==> src/rtl/mux_tree_pkg.sv <==
// Shared constants and elaboration helpers for the pipelined radix-4 mux tree.
package mux_tree_pkg;

  localparam int MAX_WIDTH = 64;
  localparam int MIN_N_CH  = 4;
  localparam int MAX_N_CH  = 256;

  function automatic int log4(input int n);
    int v;
    int l;
    v = n;
    l = 0;
    for (int i = 0; i < 8; i++) begin
      if (v > 1) begin
        v = v / 4;
        l = l + 1;
      end else begin
        v = v;
      end
    end
    return l;
  endfunction

  // A legal channel count is an exact power of four inside the supported range.
  function automatic bit n_ch_legal(input int n);
    return (n >= MIN_N_CH) && (n <= MAX_N_CH) && ((1 << (2 * log4(n))) == n);
  endfunction

endpackage

==> src/rtl/mux4_stage.sv <==
// One registered 4:1 node of the mux tree; consumes select bits [SHIFT+1:SHIFT]
// and carries the full select and valid along with the chosen data.
module mux4_stage
  import mux_tree_pkg::*;
#(
  parameter int WIDTH = 8,
  parameter int SW    = 4,
  parameter int SHIFT = 0
) (
  input  logic                 clk,
  input  logic                 rst,
  input  logic [4*WIDTH-1:0]   in_data,
  input  logic [SW-1:0]        in_sel,
  input  logic                 in_valid,
  output logic [WIDTH-1:0]     out_data,
  output logic [SW-1:0]        out_sel,
  output logic                 out_valid
);

  logic [WIDTH-1:0] data_d, data_q;
  logic [SW-1:0]    sel_d, sel_q;
  logic             valid_d, valid_q;

  // Payload loads only on a valid sample; valid itself always advances.
  always_comb begin
    data_d  = data_q;
    sel_d   = sel_q;
    valid_d = in_valid;
    if (in_valid) begin
      sel_d = in_sel;
      case (in_sel[SHIFT +: 2])
        2'd0:    data_d = in_data[0*WIDTH +: WIDTH];
        2'd1:    data_d = in_data[1*WIDTH +: WIDTH];
        2'd2:    data_d = in_data[2*WIDTH +: WIDTH];
        2'd3:    data_d = in_data[3*WIDTH +: WIDTH];
        default: data_d = data_q;
      endcase
    end else begin
      data_d = data_q;
      sel_d  = sel_q;
    end
  end

  always_ff @(posedge clk) begin
    if (rst) begin
      data_q  <= '0;
      sel_q   <= '0;
      valid_q <= 1'b0;
    end else begin
      data_q  <= data_d;
      sel_q   <= sel_d;
      valid_q <= valid_d;
    end
  end

  assign out_data  = data_q;
  assign out_sel   = sel_q;
  assign out_valid = valid_q;

endmodule

==> src/rtl/pipelined_mux_tree.sv <==
// N_CH:1 radix-4 mux tree, one register stage per tree level.
// Define MUX_TREE_SCAN_EN to let scan_mode substitute an internal select counter.
module pipelined_mux_tree
  import mux_tree_pkg::*;
#(
  parameter int  WIDTH = 8,
  parameter int  N_CH  = 16,
  localparam int SW    = 2 * log4(N_CH)
) (
  input  logic                    clk,
  input  logic                    rst,
  input  logic [N_CH*WIDTH-1:0]   in_data,
  input  logic [SW-1:0]           in_sel,
  input  logic                    in_valid,
  input  logic                    scan_mode,
  output logic [WIDTH-1:0]        out_data,
  output logic [SW-1:0]           out_sel,
  output logic                    out_valid
);

  localparam int LEVELS = log4(N_CH);

  if (!n_ch_legal(N_CH) || (WIDTH < 1) || (WIDTH > MAX_WIDTH)) begin : g_bad_cfg
    $fatal(1, "pipelined_mux_tree: N_CH must be a power of 4 in 4..256 and WIDTH in 1..64");
  end

  logic [SW-1:0] sel_eff_s;

`ifdef MUX_TREE_SCAN_EN
  logic [SW-1:0] scan_cnt_d, scan_cnt_q;

  // Counter width equals log2(N_CH), so the natural rollover is the N_CH-1 -> 0 wrap.
  always_comb begin
    scan_cnt_d = scan_cnt_q;
    if (!scan_mode) begin
      scan_cnt_d = '0;
    end else if (in_valid) begin
      scan_cnt_d = scan_cnt_q + SW'(1);
    end else begin
      scan_cnt_d = scan_cnt_q;
    end
  end

  always_ff @(posedge clk) begin
    if (rst) begin
      scan_cnt_q <= '0;
    end else begin
      scan_cnt_q <= scan_cnt_d;
    end
  end

  assign sel_eff_s = scan_mode ? scan_cnt_q : in_sel;
`else
  logic unused_scan_mode_s;
  assign unused_scan_mode_s = scan_mode;
  assign sel_eff_s          = in_sel;
`endif

  // Level 0 is the raw channel bus; level k+1 holds the outputs of tree stage k.
  logic [WIDTH-1:0] lvl_data_s  [LEVELS+1][N_CH];
  logic [SW-1:0]    lvl_sel_s   [LEVELS+1][N_CH];
  logic             lvl_valid_s [LEVELS+1][N_CH];

  for (genvar i = 0; i < N_CH; i++) begin : g_in
    assign lvl_data_s[0][i]  = in_data[i*WIDTH +: WIDTH];
    assign lvl_sel_s[0][i]   = sel_eff_s;
    assign lvl_valid_s[0][i] = in_valid;
  end

  for (genvar k = 0; k < LEVELS; k++) begin : g_lvl
    localparam int NODES = N_CH >> (2 * (k + 1));
    for (genvar j = 0; j < N_CH; j++) begin : g_node
      if (j < NODES) begin : g_mux
        mux4_stage #(
          .WIDTH (WIDTH),
          .SW    (SW),
          .SHIFT (2 * k)
        ) u_stage (
          .clk       (clk),
          .rst       (rst),
          .in_data   ({lvl_data_s[k][4*j+3], lvl_data_s[k][4*j+2],
                       lvl_data_s[k][4*j+1], lvl_data_s[k][4*j]}),
          .in_sel    (lvl_sel_s[k][4*j]),
          .in_valid  (lvl_valid_s[k][4*j]),
          .out_data  (lvl_data_s[k+1][j]),
          .out_sel   (lvl_sel_s[k+1][j]),
          .out_valid (lvl_valid_s[k+1][j])
        );
      end else begin : g_idle
        assign lvl_data_s[k+1][j]  = '0;
        assign lvl_sel_s[k+1][j]   = '0;
        assign lvl_valid_s[k+1][j] = 1'b0;
      end
    end
  end

  assign out_data  = lvl_data_s[LEVELS][0];
  assign out_sel   = lvl_sel_s[LEVELS][0];
  assign out_valid = lvl_valid_s[LEVELS][0];

endmodule
==> config.mk <==
export PLATFORM = sky130hd
export DESIGN_NAME = pipelined_mux_tree
export DESIGN_NICKNAME = d
export VERILOG_FILES = /design/src/rtl/mux_tree_pkg.sv /design/src/rtl/mux4_stage.sv /design/src/rtl/pipelined_mux_tree.sv
export SDC_FILE = /design/constraint.sdc
export NUM_CORES = 1
export LEC_CHECK = 0
export CAP_MARGIN = 40
export CORE_UTILIZATION = 41
export CTS_CLUSTER_SIZE = 16
export DETAILED_ROUTE_END_ITERATION = 16
export PLACE_DENSITY = 0.81
export SLEW_MARGIN = 10
export SYNTH_ARGS = -nofsm -noshare
export SYNTH_HDL_FRONTEND = slang
export SYNTH_SLANG_ARGS = --single-unit
==> constraint.sdc <==
create_clock -name clk -period 1.35 [get_ports clk]
set_input_delay 0.27 -clock clk [delete_from_list [all_inputs] [get_ports clk]]
set_output_delay 0.27 -clock clk [all_outputs]
set_load 0.01 [all_outputs]
==> reports/results.tsv, run 1 <==
metric	value	unit
status	completed	
numCtsBuffers	5	
drc	0	
hp-class	in2reg	
h-tree-depth	2	
multiInputGateArea	1847	um^2
vias	2618	
synthTopCellsByCount	mux2i_1 (88), dfxtp_1 (50), or3b_2 (35)	
place_congestion	0.7462	
worst_pin_slew	0.3518	ns
cp-end-kind	register	
synthesis.area	3050	um^2
cp.required	1.58	ns
slowest_stage	or3b_4	
antenna_found_initial	0	
rows	31	
synth_top_cell_area_share	0.3281	
cap_viol_max_count	0	
r2r-start	g_lvl[0].g_node[0].g_mux.u_stage.out_valid$_SDFF_PP0_	
hpwl	6.191	mm
num_io_pins	149	
timing.final.crit_share	0.9447	
fill_cells	610	
worst_setup_path_start_kind	input port	
ff2ff_setup_slack	0.16	ns
hold_viol	0	
synth_warnings	0	
start_util	0.4228	
hold_path_depth	3	
synth-edff-count	0	
drive_above_1_share	0.2264	
grt_first_pass_wirelength	12.68	mm
seq_area	1001	um^2
dieArea	7789	um^2
whs_endpoint	g_lvl[0].g_node[0].g_mux.u_stage.out_sel[0]$_SDFFE_PP0P_	
post-synth-top-count-cell	mux2i_1	
insertion_delay	0.30	ns
synthCells	259	
area_growth	55.37	%
r2r-end	g_lvl[1].g_node[0].g_mux.u_stage.out_data[0]$_SDFFE_PP0P_	
max-clock-path-buffers	2	
wl	8.284	mm
grt_use_total	0.2133	
p_leak	1.893	nW
critPathMaxStageDelay	0.46	ns
ys.flop_type	dfxtp_1	
avgSynthCellArea	11.78	um^2
finalPower	3.606	mW
avgRoutedWirePerCell	16.53	um
yosys-top-cells-area	dfxtp_1 (33%), mux2i_1 (29%), o221ai_2 (15%)	
ctsHoldBuffers	0	
maxSlewHeadroom	0.7647	
crit_type	in2reg	
grt_pass1_vias	2606	
cts-root-buf	clkbuf_8	
final_nets	537	
cts_setup_buffers	0	
rr_worst_depth	3	
grt_overflow	0	
die_h	88.26	um
ys_seq_area_frac	0.3281	
coreArea	7214	um^2
setup_viol	0	
post-route-min-period	1.275	ns
port_buffers	147	
diodes	0	
synth_nets	395	
async_flop_share	0	
grt_max_degree	36	
drv_slew	0	
ys_seq_elements	50	
dr.first_iter.drc_count	104	
cts_num_sinks	50	
finClkSkew	0.003390	ns
power.density	760.9	nW/um^2
max_freq	784.1	MHz
hp-start	rst	
die_w	88.26	um
ir_drop	0.4918	mV
first_pass_iters	4	
routed_via_density	5.226	
cts_tree	yes	
yosysTopAreaCell	dfxtp_1	
postRouteAntennaNets	0	
yosysUniqueCellTypes	14	
postLayoutCoreUtil	0.6570	
path_max_fanout	16	
rsz0062_at_grt	no	
clkTransAtPathRegs	0.09	ns
arrival	1.51	ns
cp_cell_sequence	clkdlybuf4s50_1 > or3b_4 > buf_12 > o221ai_1	
[worst max-delay path, delay by kind of cell]
| family | cells | cell delay (ns) |
|---|---|---|
| compound gates | 1 | 0.16 |
| simple gates | 1 | 0.46 |
| buf+inv | 2 | 0.61 |
[kinds of logic after synthesis]
group	count (synthesis)	synth area share
multiplexers	88	0.2888
AND/OR/NAND/NOR	54	0.1395
flip-flops	50	0.3281
AO/OA/AOI/OAI	40	0.1764
buffers and inverters	27	0.06727
[state kept, by name, summed over array words and instances, names as in the netlist]
register                              cells
g_lvl.g_node.g_mux.u_stage.out_data      40
g_lvl.g_node.g_mux.u_stage.out_sel        8
g_lvl.g_node.g_mux.u_stage.out_valid      2
[per-layer routing]
metal / routed length (um) / GRT usage / vias up
met1: 3359 / 0.2525 / 1239
met2: 4283 / 0.3846 / 72
met5: 0 / 0 / -
li1: - / - / 1298
met4: 131 / 0.07331 / 0
met3: 508 / 0.04104 / 9
[area by class of cell]
class / count / share of cell area
tap: 99 / 0.02614
sequential: 50 / 0.2112
clock buffer: 8 / 0.02323
timing repair buffer: 162 / 0.3498
multi-input combinational: 182 / 0.3897
[report_power, final]
part | leakage [nW] | internal, mW | switching, mW
Sequential | 0.411 | 1.57 | 0.0527
Clock | 0.0575 | 0.518 | 0.492
Combinational | 1.42 | 0.627 | 0.346
[how the worst max path moves through the flow]
| stage | start | end | slack [ns] | depth (start not counted) |
|---|---|---|---|---|
| after floorplan | in_sel[1] | g_lvl[0].g_node[0].g_mux.u_stage.out_data[0]$_SDFFE_PP0P_ | 0.19 | 4 |
| after global placement | in_valid | g_lvl[0].g_node[1].g_mux.u_stage.out_data[7]$_SDFFE_PP0P_ | -0.35 | 5 |
| after detailed placement | in_valid | g_lvl[0].g_node[1].g_mux.u_stage.out_data[7]$_SDFFE_PP0P_ | -0.40 | 5 |
| after CTS | in_valid | g_lvl[0].g_node[1].g_mux.u_stage.out_data[2]$_SDFFE_PP0P_ | -0.0009 | 4 |
| after global routing | in_sel[0] | g_lvl[0].g_node[1].g_mux.u_stage.out_data[7]$_SDFFE_PP0P_ | 0.03 | 4 |
| final | in_sel[0] | g_lvl[0].g_node[1].g_mux.u_stage.out_data[2]$_SDFFE_PP0P_ | 0.07 | 4 |
[through the flow]
step                hold slack, ns  setup TNS (ns)  setup WS [ns]  instance area [um^2]  instances
finish                      0.3214               0        0.07463                  4740        501
global route                0.3319               0        0.03307                  4740        501
CTS                         0.3026      -0.0008673     -0.0008673                  4732        501
detailed placement          0.4894          -12.71        -0.3986                  4601        492
global placement            0.4804          -11.70        -0.3489                  4601        492
floorplan                   0.4172               0         0.1916                  3050        259
[what timing repair did]
item | CTS | global route
pin swaps | 0 | 0
endpoints found under the hold margin | 0 | 0
endpoints found under the setup margin | 45 | 32
gates cloned | 1 | 0
resized for setup | 17 | 2
[cells in the final DEF (no fill, tap or decap), types with 8 or more instances in the layout]
master           Yosys  layout
dfxtp_1             50      50
mux2i_1             88      88
clkbuf_8             0       8
o221ai_2            30      30
nor2_1               8       8
or3b_2              35      35
buf_4                4       9
clkdlybuf4s50_1      0     131
o221ai_1            10      10
dlygate4sd2_1        0      13
Note: power is estimated with default switching activity, not from simulation.
==> run 2: changes to the inputs <==
--- a/config.mk
+++ b/config.mk
@@ -6,6 +6,7 @@
 export NUM_CORES = 1
 export LEC_CHECK = 0
 export CAP_MARGIN = 40
+export CORE_MARGIN = 2
 export CORE_UTILIZATION = 41
 export CTS_CLUSTER_SIZE = 16
 export DETAILED_ROUTE_END_ITERATION = 16
==> run 2 against run 1 <==
- total power is 7.8% higher
- global-route usage down 0.50 points
- critical endpoint unchanged
- critical path type unchanged
- die area is 4.6% higher
- highest routed layer unchanged
- largest cell class unchanged
- wire length up 2.3%
==> reports/results.tsv, run 2 (synthesized netlist as in run 1, its figures left out) <==
metric	value	unit	change
status	completed		unchanged
cts-root-buf	clkbuf_8		unchanged
place_congestion	0.7215		was 0.7462
post-route-min-period	1.306	ns	was 1.275 ns
drv_slew	0		unchanged
stdcell_area	4827	um^2	was 4740 um^2
die_w	90.26	um	was 88.26 um
maxSlewHeadroom	0.7810		was 0.7647
dr.first_iter.drc_count	53		was 104
rsz0062_at_grt	no		unchanged
postLayoutCoreUtil	0.6691		was 0.6570
area_growth	58.24	%	was 55.37%
cap_viol_max_count	0		unchanged
diodes	0		unchanged
insertion_delay	0.30	ns	about the same
power.density	805.2	nW/um^2	was 760.9 nW/um^2
timing.final.crit_share	0.9672		was 0.9447
hpwl	6.597	mm	was 6.191 mm
cp.required	1.57	ns	was 1.58 ns
routed_via_density	5.204		was 5.226
slowest_stage	or3b_4		unchanged
rows	31		unchanged
finClkSkew	0.004914	ns	was 0.003390 ns
antenna_found_initial	0		unchanged
die_h	90.26	um	was 88.26 um
p_leak	1.938	nW	was 1.893 nW
crit_type	in2reg		unchanged
max_freq	765.9	MHz	was 784.1 MHz
coreArea	7214	um^2	unchanged
final_cell_mix	clkdlybuf4s50_1 (131), mux2i_1 (88), dfxtp_1 (50)		unchanged
final_common_cell	clkdlybuf4s50_1		unchanged
drc	0		unchanged
max-clock-path-buffers	2		unchanged
arrival	1.52	ns	was 1.51 ns
wl	8.473	mm	was 8.284 mm
worst_pin_slew	0.3275	ns	was 0.3518 ns
grt_max_degree	28		was 36
crit_buf_inv	2		unchanged
dieArea	8146	um^2	was 7789 um^2
hold_viol	0		unchanged
grt_pass1_vias	2731		was 2606
grt_use_total	0.2082		was 0.2133
cts_num_sinks	50		unchanged
largest_reg_flops	40		unchanged
cp_cell_sequence	clkdlybuf4s50_1 > or3b_4 > buf_12 > o221ai_1		unchanged
avgRoutedWirePerCell	16.78	um	was 16.53 um
drive_above_1_share	0.2340		was 0.2264
final_nets	541		was 537
setup_viol	0		unchanged
port_buffers	147		unchanged
cts_setup_buffers	0		unchanged
cp-end-kind	register		unchanged
numCtsBuffers	5		unchanged
critPathMaxStageDelay	0.46	ns	about the same
grt_first_pass_wirelength	13.75	mm	was 12.68 mm
postRouteAntennaNets	0		unchanged
clkTransAtPathRegs	0.09	ns	about the same
grt_overflow	0		unchanged
num_io_pins	149		unchanged
start_util	0.4228		unchanged
vias	2628		was 2618
cts_tree	yes		unchanged
critical-path-top-delay-family	buffers and inverters		unchanged
h-tree-depth	2		unchanged
placed_cell_area	4643	um^2	was 4601 um^2
worst_setup_path_start_kind	input port		unchanged
whs	0.3940	ns	was 0.3214 ns
path_max_fanout	16		unchanged
ir_drop	0.7260	mV	was 0.4918 mV
hp-class	in2reg		unchanged
first_pass_iters	4		unchanged
==> run 2: changes by cell type in the layout (fill, tap and decap cells not counted), sizes merged <==
| cell | before | now |
|---|---|---|
| buf | 17 | 21 |
| clkbuf | 8 | 6 |
| bufinv | 0 | 2 |
==> run 2: worst register-to-register path, stage by stage (launching register included) <==
cell	delay, ns
dfxtp_1	0.35
or3b_1	0.52
o221ai_1	0.22
==> run 2: final cells by class <==
cell class                 instances  area, um^2
multi-input combinational        182        1857
clock inverter                     2       60.06
timing repair buffer             166        1703
clock buffer                       6       82.58
sequential                        50        1001
fill                             557        2387
tap                               99       123.9
==> run 2: path summary, 6_finish.rpt <==
check	startpoint	end	slack (ns)	depth (start not counted)
max	in_sel[0]	g_lvl[0].g_node[1].g_mux.u_stage.out_data[2]$_SDFFE_PP0P_	0.04	4
min	in_sel[1]	g_lvl[0].g_node[0].g_mux.u_stage.out_data[6]$_SDFFE_PP0P_	0.39	3
max reg2reg	g_lvl[0].g_node[0].g_mux.u_stage.out_sel[3]$_SDFFE_PP0P_	g_lvl[1].g_node[0].g_mux.u_stage.out_data[6]$_SDFFE_PP0P_	0.18	2
min reg2reg	g_lvl[1].g_node[0].g_mux.u_stage.out_sel[3]$_SDFFE_PP0P_	g_lvl[1].g_node[0].g_mux.u_stage.out_sel[3]$_SDFFE_PP0P_	0.51	2
==> run 2: through the flow <==
stage | power (mW) | worst slack, ns | cells | TNS (ns)
6_report | 3.887 | 0.04433 | 505 | 0
3_5_place_dp | 2.643 | -0.4044 | 496 | -11.39
4_1_cts | 3.918 | 0.01302 | 505 | 0
3_3_place_gp | 2.624 | -0.3347 | 496 | -10.08
2_1_floorplan | 2.109 | 0.1916 | 259 | 0
5_1_grt | 4.049 | 0.04444 | 505 | 0
==> run 2: what timing repair did <==
| action | CTS | global route |
|---|---|---|
| endpoints found under the setup margin | 41 | 16 |
| resized for setup | 16 | 8 |
| cloned | 1 | 0 |
| hold buffers | 0 | 0 |
==> run 2: routing by layer <==
layer	vias to the layer above	wire, um	track usage	share of wire
met5	-	0	0	0
met4	0	132	0.05256	0.016
met3	10	453	0.04424	0.053
met2	78	4354	0.3722	0.51
met1	1232	3532	0.2546	0.42
li1	1308	-	-	-
==> run 2: power breakdown <==
part           switching [mW]  internal, mW  leakage (nW)
logic                   0.349         0.639          1.46
registers              0.0549          1.57         0.411
clock network           0.482         0.790        0.0714
total                   0.887          3.00          1.94
